===== src/rtl/pipe_ctrl_pkg.sv =====
// Shared constants for the pipeline stall/flush controller.
package pipe_ctrl_pkg;

    localparam int unsigned REG_IDX_W          = 5;
    localparam int unsigned MULDIV_CYCLES_DFLT = 4;
    localparam int unsigned CNT_W              = 4;
    localparam int unsigned PERF_W             = 32;

    localparam logic ST_RUN    = 1'b0;
    localparam logic ST_MULDIV = 1'b1;

endpackage


===== src/rtl/load_use_detect.sv =====
// Combinational load-use hazard detector: an ID source matches a non-zero load destination in EX.
module load_use_detect
    import pipe_ctrl_pkg::*;
(
    input  logic [REG_IDX_W-1:0] id_rs,
    input  logic [REG_IDX_W-1:0] id_rt,
    input  logic                 id_uses_rs,
    input  logic                 id_uses_rt,
    input  logic [REG_IDX_W-1:0] ex_rd,
    input  logic                 ex_is_load,
    output logic                 lu
);

    logic rs_hit;
    logic rt_hit;

    assign rs_hit = id_uses_rs & (id_rs == ex_rd);
    assign rt_hit = id_uses_rt & (id_rt == ex_rd);
    assign lu     = ex_is_load & (ex_rd != '0) & (rs_hit | rt_hit);

endmodule


===== src/rtl/pipe_hazard_ctrl.sv =====
// Central stall/flush controller for the five-stage pipeline with a mul/div occupancy sequencer.
// Optional perf counters are enabled by defining PIPE_PERF_CNT_EN.
module pipe_hazard_ctrl
    import pipe_ctrl_pkg::*;
#(
    parameter int unsigned MULDIV_CYCLES = MULDIV_CYCLES_DFLT
) (
    input  logic                 clk,
    input  logic                 rst,
    input  logic [REG_IDX_W-1:0] id_rs,
    input  logic [REG_IDX_W-1:0] id_rt,
    input  logic                 id_uses_rs,
    input  logic                 id_uses_rt,
    input  logic                 id_muldiv,
    input  logic [REG_IDX_W-1:0] ex_rd,
    input  logic                 ex_is_load,
    input  logic                 ex_branch_taken,
    input  logic                 if_busy,
    input  logic                 mem_busy,
    output logic                 pc_stall,
    output logic                 if_id_stall,
    output logic                 id_ex_stall,
    output logic                 ex_mem_stall,
    output logic                 if_id_flush,
    output logic                 id_ex_flush,
    output logic                 ex_mem_flush,
    output logic                 mem_wb_flush,
`ifdef PIPE_PERF_CNT_EN
    output logic [PERF_W-1:0]    perf_stall_cycles,
    output logic [PERF_W-1:0]    perf_flush_cycles,
`endif
    output logic                 muldiv_busy
);

    logic             state_q;
    logic             state_d;
    logic [CNT_W-1:0] cnt_q;
    logic [CNT_W-1:0] cnt_d;
    logic             lu;
    logic             md;
    logic             id_advance;

    load_use_detect u_load_use_detect (
        .id_rs      (id_rs),
        .id_rt      (id_rt),
        .id_uses_rs (id_uses_rs),
        .id_uses_rt (id_uses_rt),
        .ex_rd      (ex_rd),
        .ex_is_load (ex_is_load),
        .lu         (lu)
    );

    assign md          = (state_q == ST_MULDIV) && (cnt_q != '0);
    assign muldiv_busy = (state_q == ST_MULDIV);

    // Priority encoder; reset forces every hazard output low regardless of inputs.
    always_comb begin
        pc_stall     = 1'b0;
        if_id_stall  = 1'b0;
        id_ex_stall  = 1'b0;
        ex_mem_stall = 1'b0;
        if_id_flush  = 1'b0;
        id_ex_flush  = 1'b0;
        ex_mem_flush = 1'b0;
        mem_wb_flush = 1'b0;
        if (!rst) begin
            if (mem_busy) begin
                pc_stall     = 1'b1;
                if_id_stall  = 1'b1;
                id_ex_stall  = 1'b1;
                ex_mem_stall = 1'b1;
                mem_wb_flush = 1'b1;
            end else if (md) begin
                pc_stall     = 1'b1;
                if_id_stall  = 1'b1;
                id_ex_stall  = 1'b1;
                ex_mem_flush = 1'b1;
            end else if (ex_branch_taken) begin
                if_id_flush  = 1'b1;
                id_ex_flush  = 1'b1;
            end else if (lu) begin
                pc_stall     = 1'b1;
                if_id_stall  = 1'b1;
                id_ex_flush  = 1'b1;
            end else if (if_busy) begin
                pc_stall     = 1'b1;
                if_id_flush  = 1'b1;
            end
        end
    end

    // The ID instruction moves into ID/EX only when that transfer is neither held nor squashed.
    assign id_advance = ~if_id_stall & ~id_ex_stall & ~id_ex_flush;

    always_comb begin
        state_d = state_q;
        cnt_d   = cnt_q;
        case (state_q)
            ST_RUN: begin
                if (id_muldiv && id_advance) begin
                    state_d = ST_MULDIV;
                    cnt_d   = CNT_W'(MULDIV_CYCLES - 1);
                end
            end
            ST_MULDIV: begin
                if (cnt_q == '0) begin
                    state_d = ST_RUN;
                end else if (!mem_busy) begin
                    cnt_d = cnt_q - CNT_W'(1);
                end
            end
            default: begin
                state_d = ST_RUN;
                cnt_d   = '0;
            end
        endcase
    end

    always_ff @(posedge clk or posedge rst) begin
        if (rst) begin
            state_q <= ST_RUN;
            cnt_q   <= '0;
        end else begin
            state_q <= state_d;
            cnt_q   <= cnt_d;
        end
    end

`ifdef PIPE_PERF_CNT_EN
    logic [PERF_W-1:0] perf_stall_q;
    logic [PERF_W-1:0] perf_flush_q;
    logic              any_flush;

    assign any_flush = if_id_flush | id_ex_flush | ex_mem_flush | mem_wb_flush;

    always_ff @(posedge clk or posedge rst) begin
        if (rst) begin
            perf_stall_q <= '0;
            perf_flush_q <= '0;
        end else begin
            if (pc_stall) begin
                perf_stall_q <= perf_stall_q + PERF_W'(1);
            end
            if (any_flush) begin
                perf_flush_q <= perf_flush_q + PERF_W'(1);
            end
        end
    end

    assign perf_stall_cycles = perf_stall_q;
    assign perf_flush_cycles = perf_flush_q;
`endif

endmodule


===== config.mk =====
export PLATFORM = sky130hd
export DESIGN_NAME = pipe_hazard_ctrl
export DESIGN_NICKNAME = d
export VERILOG_FILES = /design/src/rtl/pipe_ctrl_pkg.sv /design/src/rtl/load_use_detect.sv /design/src/rtl/pipe_hazard_ctrl.sv
export SDC_FILE = /design/constraint.sdc
export NUM_CORES = 1
export LEC_CHECK = 0
export BUFFER_PORTS_ARGS = -buffer_cell sky130_fd_sc_hd__buf_2
export CORE_AREA = 2 2 39 41
export DETAILED_ROUTE_END_ITERATION = 12
export DIE_AREA = 0 0 41 43
export PLACE_DENSITY_LB_ADDON = 0.08
export SLEW_MARGIN = 20
export SYNTH_ARGS = -nofsm -noshare
export SYNTH_HDL_FRONTEND = slang
export SYNTH_SLANG_ARGS = --single-unit

===== constraint.sdc =====
create_clock -name clk -period 2.1 [get_ports clk]
set_input_delay 0.315 -clock clk [delete_from_list [all_inputs] [get_ports clk]]
set_output_delay 0.315 -clock clk [all_outputs]
set_load 0.02 [all_outputs]

==> impl_metrics.ini, run 1 <==
[place]
numPortBuffers = 32
post-place-ws_ps = 35.43
dp_cells = 109
dpl.hpwl_mm = 1.009
gp_congestion = 0.6918

[power_and_ir_drop]
power_density_nw_per_um2 = 821.6
comb_power_share_pct = 55.0
switching_power_mw = 0.2710
power_frac_clock_pct = 16.5
power.share.switching_pct = 41.71
p_total_mw = 0.6497
leakagePower_nw = 0.3963
vdd_drop_max_mv = 0.5828
sequentialPowerShare_pct = 28.5
internal_power_mw = 0.3787

[sta]
fin_skew_ps = 1.168
worstMarginPinSlew_ps = 341.7
relSlewSlack_pct = 77.13
fin_setup_tns_ps = 0
fmax_mhz = 480.5
worst_slack_ps = 18.85
setup-violations-final = 0
finalCritPeriodShare_pct = 99.10
min_period_ps = 2081
rsz0062_at_grt = yes
finalHoldViolCount = 0
drv_slew = 0

[layout]
n_fill_cell = 142
diodes = 0
area_growth_pct = 54.90
drive_gt1_share_pct = 49.49
final_cells = 115
nNetsFinal = 126

[global_route]
grt_pass1_wl_mm = 1.731
grt_max_degree = 8
overflow = 0
grt_pass1_vias = 464
antenna_found_initial = 0
track_usage_pct = 14.66

[yosys]
synth_area_per_cell_um2 = 8.508
ys_seq_elements = 5
synthesis.nets = 86
yosysWarnings = 0
ys_types = 26
synth_seq_area_share_pct = 24.51
syn-cell-area_um2 = 510.5
synth_cells = 60

[floorplanning]
die_w_um = 41
die_y_um = 43
start_util_pct = 36.89
num_rows = 14
core_area_um2 = 1384
die-area_um2 = 1763
ioPinCount = 33

[worst_setup_path]
worstSetupPathType = register to primary output
crit_path_end_kind = primary output
ff2ff_path_depth = 8
worst-path-max-fanout = 3
setup.worst_path.start = cnt_q[0]
worstPathRequired_ps = 1780
start_kind = register
r2r-start = cnt_q[0]
crit_arrival_ps = 1770

[cts]
clkSlewWorstSetupHoldPaths_ps = 40
h-tree-depth = 1
clk_latency_ps = 240
cts_root_buf = clkbuf_4
cts_tree = done
cts_buffers = 3
holdBufCountCts = 0
clockBufferDepth = 2
numClockSinks = 5

[routing]
dr.first_iter.drc_count = 4
vias = 542
wl_per_cell_um = 11.02
dr.pass1.iters = 4
routed_wl_mm = 1.267
drc_errors = 0
avgViaCountPerCell = 4.713
ant_nets = 0

[job]
drv_cap = 0

[min_path]
hp-class = input pin to async pin

[status]
status = finished clean
flip-flops by register name, summed over array words and instances (netlist names):
register,count
muldiv_busy,1
cnt_q,4
cells in the final DEF, fill, tap and decap left out, drive strengths merged:
master,instances
buf,36
xor2,10
nor2,6
inv,6
dfrtp,5
nand2,4
clkbuf,4
nor4,3
nand3,3
xnor2,2
o21a,2
a21oi,2
nor3,2
ha,2
o21ai,2
and2,1
a32oi,1
o31ai,1
or4,1
o21bai,1
nor4b,1
or2,1
or2b,1
a21o,1
o31a,1
timing repair:
action | in CTS | in global routing
endpoints found under the setup margin | 2 | 3
pin swaps | 0 | 4
setup buffers | 0 | 2
resized for setup | 1 | 11
worst paths after layout:
kind / endpoint / slack (ps)
worst max-delay path: pc_stall / 20
worst min-delay path: cnt_q[0] / 40
worst max register to register: cnt_q[1] / 290
worst min register to register: cnt_q[1] / 530
max in group asynchronous: muldiv_busy / 1890
min in group clk: cnt_q[3] / 440
power by group through the flow:
stage | logic, mW | clock network [mW] | registers (mW)
final | 0.357 | 0.107 | 0.185
after global routing | 0.398 | 0.118 | 0.190
after CTS | 0.326 | 0.114 | 0.187
after detailed placement | 0.322 | 0 | 0.187
after global placement | 0.321 | 0 | 0.187
after floorplan | 0.205 | 0 | 0.190
per-layer routing:
layer | routed length, um | GRT usage [%] | vias up
met5 | 0 | 0 | -
met4 | 11 | 10.00 | 0
met3 | 94 | 3.665 | 2
met2 | 652 | 23.13 | 14
met1 | 508 | 16.12 | 239
li1 | - | - | 287
cells in the mapped netlist:
cell type  count  share of area [%]
xnor2_1        2                3.4
nor4b_4        1                4.7
o21a_1         2                2.9
or2b_1         1                1.5
a32oi_1        1                1.7
nor3_1         2                2.0
o31a_1         1                1.7
a21o_1         1                1.5
and2_1         1                1.2
buf_4          1                1.5
o21ai_2        1                1.7
or2_1          1                1.2
o21ai_0        1               0.98
nand3_1        2                2.0
dfrtp_1        5                 25
o31ai_2        1                2.5
or4_1          1                1.5
o21bai_2       1                2.2
ha_1           2                4.9
nand2_1        4                2.9
nor4_1         3                3.7
nor2_1         6                4.4
inv_1          6                4.4
a21oi_1        2                2.0
nand3_2        1                2.0
xor2_1        10                 17
critical path, stage by stage, from the launching register on:
cell,delay (ps)
dfrtp_1,390
inv_2,80
ha_1,140
inv_1,60
o31ai_4,220
a21oi_2,90
o21bai_2,230
a21o_1,170
buf_2,150
metrics by stage:
stage	cell area [um2]	utilization, %	hold WS [ps]
after global routing	790.8	57.14	67.64
after detailed placement	713.2	51.54	285.3
after floorplan	525.5	-	93.52
after global placement	713.2	51.54	283.6
final	790.8	57.14	35.61
after CTS	739.5	53.44	27.87
cells by family after synthesis:
logic type / count (synthesis) / synth area share [%]
AO/OA/AOI/OAI: 11 / 17.16
XOR/XNOR: 12 / 20.59
adder cells (fa/ha/maj): 2 / 4.901
buffers and inverters: 7 / 5.883
flip-flops: 5 / 24.51
AND/OR/NAND/NOR: 23 / 26.96
area by class of cell:
| class | instances | area (um2) | share of cell area (%) |
|---|---|---|---|
| Clock buffer | 4 | 26.28 | 3.323 |
| Inverter | 6 | 22.52 | 2.848 |
| Multi-Input combinational cell | 48 | 381.6 | 48.26 |
| Sequential cell | 5 | 125.1 | 15.82 |
| Tap cell | 16 | 20.02 | 2.532 |
| Timing Repair Buffer | 36 | 215.2 | 27.22 |
No activity file was read; power rests on OpenSTA's default activity.
==> run 2: changes to the inputs <==
CORE_AREA = not set   (was 2 2 39 41)
CORE_MARGIN = 1.5   (was not set)
CORE_UTILIZATION = 35   (was not set)
DIE_AREA = not set   (was 0 0 41 43)
==> run 2 against run 1 <==
Net effect: total power shrank 2.5%; global-route usage is 0.14 points higher; clock-buffer cell count unchanged; cell count down 1.7%; maximum frequency is 2.6% higher; register-to-register slack better by 70 ps; via count shrank 0.74%; utilization up 2.6 points; hold slack got worse by 8.8 ps; combinational power down 5%; sequential cell count unchanged.
==> impl_metrics.ini, run 2 (synthesis results as in run 1) <==
[place]
numPortBuffers = 32
gp_congestion = 0.6603
place_area_um2 = 711.9
dp_cells = 108
dpl.hpwl_mm = 1.033
post-place-ws_ps = 47.07

[power_and_ir_drop]
comb_power_share_pct = 53.8
power_frac_clock_pct = 16.5
p_total_mw = 0.6332
switching_power_mw = 0.2664
sequentialPowerShare_pct = 29.7
leakagePower_nw = 0.3927
vdd_drop_max_mv = 0.4709
internal_power_mw = 0.3669
power.share.switching_pct = 42.06
power_density_nw_per_um2 = 794.5

[status]
status = finished clean

[floorplanning]
die_y_um = 41.19
core_area_um2 = 1334
num_rows = 13
die-area_um2 = 1697
start_util_pct = 38.27
ioPinCount = 33
die_w_um = 41.19

[sta]
setup-violations-final = 0
drv_slew = 0
relSlewSlack_pct = 77.24
whs_ps = 26.85
worstMarginPinSlew_ps = 338.3
fmax_mhz = 493.1
finalHoldViolCount = 0
finalCritPeriodShare_pct = 96.58
fin_skew_ps = 0.9737
worst_slack_ps = 71.82
min_period_ps = 2028
rsz0062_at_grt = yes
fin_setup_tns_ps = 0

[layout]
nNetsFinal = 125
largest_register_ffs = 4
area_growth_pct = 56.13
final_cells = 113
diodes = 0
drive_gt1_share_pct = 50.00
final_common_cell = buf_2
top_register = cnt_q
postLayoutCoreUtil_pct = 59.76
fin_area_um2 = 797.0
mostFrequentLayoutCells = buf_2 (29), xor2_1 (10), nor2_1 (6)
n_fill_cell = 124

[routing]
wl_per_cell_um = 10.70
avgViaCountPerCell = 4.761
dr.first_iter.drc_count = 4
drc_errors = 0
vias = 538
ant_nets = 0
dr.pass1.iters = 2
routed_wl_mm = 1.209

[cts]
numClockSinks = 5
cts_root_buf = clkbuf_4
h-tree-depth = 1
clkSlewWorstSetupHoldPaths_ps = 40
cts_tree = done
cts_buffers = 3
holdBufCountCts = 0
clk_latency_ps = 230
clockBufferDepth = 2

[min_path]
hp-class = input pin to async pin

[worst_setup_path]
r2r-start = cnt_q[0]
rrSetupSlack_ps = 360
start_kind = register
worstPathRequired_ps = 1780
crit_arrival_ps = 1710
worstSetupPathType = register to primary output
crit_path_end_kind = primary output
worst-path-max-fanout = 3
ff2ff_path_depth = 8
r2r_end = cnt_q[1]

[global_route]
grt_max_degree = 8
grt_pass1_wl_mm = 1.669
antenna_found_initial = 0
overflow = 0
grt_pass1_vias = 438
track_usage_pct = 14.80

[job]
drv_cap = 0
[run 2: cell count changes in the layout (fill, tap and decap cells not counted)]
cell and change:
a32oi_2 +1, o21ai_4 +1, o21ai_2 -1, o21bai_2 -1
nor4_2 +1, buf_2 +1, buf_8 -1, a32oi_1 -1
nor4_1 -1, a21oi_1 +1, o21bai_4 +1, buf_4 -1
a21oi_2 -1
[run 2: worst max-delay path, cell delays in order (launching register included)]
cell and delay, ps:
dfrtp_1 390, inv_2 80, ha_1 140, inv_1 60, o31ai_4 200, a21oi_1 110
o21bai_4 190, a21o_1 160, buf_2 150
[run 2: worst max-delay path by stage]
| stage | startpoint | endpoint | cells after the start | slack (ps) |
|---|---|---|---|---|
| after detailed placement | ex_rd[1] | if_id_flush | 7 | 50 |
| after CTS | cnt_q[0] | pc_stall | 8 | 4 |
| after floorplan | cnt_q[0] | pc_stall | 7 | 60 |
| final | cnt_q[0] | pc_stall | 8 | 70 |
| after global placement | ex_rd[1] | if_id_flush | 7 | 40 |
| after global routing | cnt_q[0] | pc_stall | 8 | -40 |
[run 2: cell type report]
cell class,instances,area [um2],share of cell area (%)
Inverter,6,22.52,2.826
Clock buffer,4,26.28,3.297
Sequential cell,5,125.1,15.70
Tap cell,15,18.77,2.355
Multi-Input combinational cell,48,406.6,51.02
Timing Repair Buffer,35,197.7,24.80
[run 2: per-layer routing]
layer	part of all wire [%]	global-route usage (%)	wire length [um]
met4	0	7.258	0
met5	0	0	0
met1	39	17.43	472
met2	54	27.34	658
met3	6.4	0	77
[run 2: power by group through the flow]
stage	registers (mW)	logic, mW	clock network [mW]
global route	0.194	0.382	0.114
floorplan	0.190	0.205	0
global placement	0.187	0.318	0
CTS	0.187	0.320	0.111
detailed placement	0.189	0.319	0
finish	0.188	0.340	0.105
[run 2: what timing repair did]
action,in CTS,in global routing
gates resized for setup,0,12
buffers inserted,0,1
endpoints found under the setup margin,0,4
==> run 3: changes to the inputs <==
RECOVER_POWER = 50   (was not set)
==> run 3 against run 2 <==
Net effect: cell area shrank 0.47%; hold slack is essentially flat; sequential share of layout area grew 0.074 points; sequential cell count is the same; total power shrank 0.49%; wire length is the same; clock power is essentially flat; critical endpoint unchanged; largest power group unchanged.
==> impl_metrics.ini, run 3 (synthesis results as in run 1) <==
[status]
status = finished clean

[layout]
largest_register_ffs = 4
fin_area_um2 = 793.3
postLayoutCoreUtil_pct = 59.47
multi_input_area_um2 = 406.6
top_register = cnt_q
seq_area_um2 = 125.1
mostFrequentLayoutCells = buf_2 (26), xor2_1 (10), nor2_1 (6)
nNetsFinal = 125
diodes = 0
drive_gt1_share_pct = 46.94
final_common_cell = buf_2
area_growth_pct = 55.39
final_cells = 113
n_fill_cell = 123

[power_and_ir_drop]
vdd_drop_max_mv = 0.4655
power_density_nw_per_um2 = 794.4
p_total_mw = 0.6301
leakagePower_nw = 0.3832

[cts]
numClockSinks = 5
cts_root_buf = clkbuf_4
cts_buffers = 3
clockBufferDepth = 2
cts_tree = done
h-tree-depth = 1
holdBufCountCts = 0
clkSlewWorstSetupHoldPaths_ps = 40
clk_latency_ps = 230

[sta]
whs_ps = 26.86
finalHoldViolCount = 0
min_period_ps = 2028
rsz0062_at_grt = yes
worstMarginPinSlew_ps = 338.3
worst_slack_ps = 71.84
fin_skew_ps = 0.9737
relSlewSlack_pct = 77.24
setup-violations-final = 0
fmax_mhz = 493.1
drv_slew = 0
fin_setup_tns_ps = 0
finalCritPeriodShare_pct = 96.58

[worst_setup_path]
path_cells = inv_2, ha_1, inv_1, o31ai_4, a21oi_1, o21bai_4, a21o_1, buf_2
start_kind = register
cpPeakStageDelay_ps = 390
worstPathRequired_ps = 1780
cpMaxStageDelayCell = dfrtp_1
crit_path_end_kind = primary output
worstSetupPathType = register to primary output
path_buf_inv = 3
worst-path-max-fanout = 3
crit_arrival_ps = 1710
critPathTopFamily = compound AO/OA/AOI/OAI gates

[routing]
avgViaCountPerCell = 4.761
dr.pass1.iters = 2
drc_errors = 0
routed_wl_mm = 1.209
wl_per_cell_um = 10.70
vias = 538
dr.first_iter.drc_count = 4
ant_nets = 0

[global_route]
use_met2_pct = 27.34
busiest_layer = met2
track_usage_pct = 14.80
grt_pass1_wl_mm = 1.669
overflow = 0
use_met3_pct = 0
grt_pass1_vias = 438
antenna_found_initial = 0
grt_max_degree = 8
grtUsageMet1_pct = 17.43

[floorplanning]
core_area_um2 = 1334
num_rows = 13
die_w_um = 41.19
start_util_pct = 38.27
die_y_um = 41.19
die-area_um2 = 1697
ioPinCount = 33

[job]
drv_cap = 0

[place]
place_area_um2 = 711.9
post-place-ws_ps = 47.07
gp_congestion = 0.6603
numPortBuffers = 32
dpl.hpwl_mm = 1.033
dp_cells = 108

[min_path]
hp-class = input pin to async pin
==> run 3: cell count changes in the layout (fill, tap and decap cells not counted), sizes merged <==
| cell | previous run | this run |
|---|---|---|
| buf | 35 | 32 |
| clkbuf | 4 | 7 |
==> run 3: final timing paths <==
path,from,end,slack [ps],depth (start not counted)
worst max-delay path,cnt_q[0],pc_stall,70,8
worst min-delay path,rst,muldiv_busy,30,2
worst max register to register,cnt_q[0],cnt_q[1],360,8
worst min register to register,cnt_q[1],cnt_q[1],530,1
max in group asynchronous,rst,cnt_q[3],1910,2
min in group clk,id_muldiv,cnt_q[2],440,3
==> run 3: final cells by class <==
| class | instances | share of cell area (%) |
|---|---|---|
| multi-input combinational | 48 | 51.26 |
| inverter | 6 | 2.839 |
| clock buffer | 4 | 3.312 |
| timing repair buffer | 35 | 24.45 |
| tap | 15 | 2.366 |
| sequential | 5 | 15.77 |
==> run 3: layer usage <==
metal  share of wire, %  vias up
met1                 39      237
met5                  0        -
met2                 55       17
met3                6.5        0
met4                  0        0
li1                   -      284
==> run 3: worst reg2reg max path, stage by stage, from the launching register on <==
cell	delay, ps
dfrtp_1	390
inv_2	80
ha_1	140
inv_1	60
o31ai_4	200
a21oi_1	110
o21bai_4	190
nor4b_4	330
o31a_1	180
==> run 3: power breakdown <==
part | total, mW | internal, mW | switching, mW
clock network | 0.105 | 0.0714 | 0.0333
registers | 0.188 | 0.136 | 0.0519
logic | 0.337 | 0.156 | 0.181
==> run 3: repair_timing <==
item | in CTS | in global routing
hold endpoints to repair | 0 | 0
setup buffers | 0 | 1
setup endpoints to repair | 0 | 4
gates resized for setup | 0 | 12
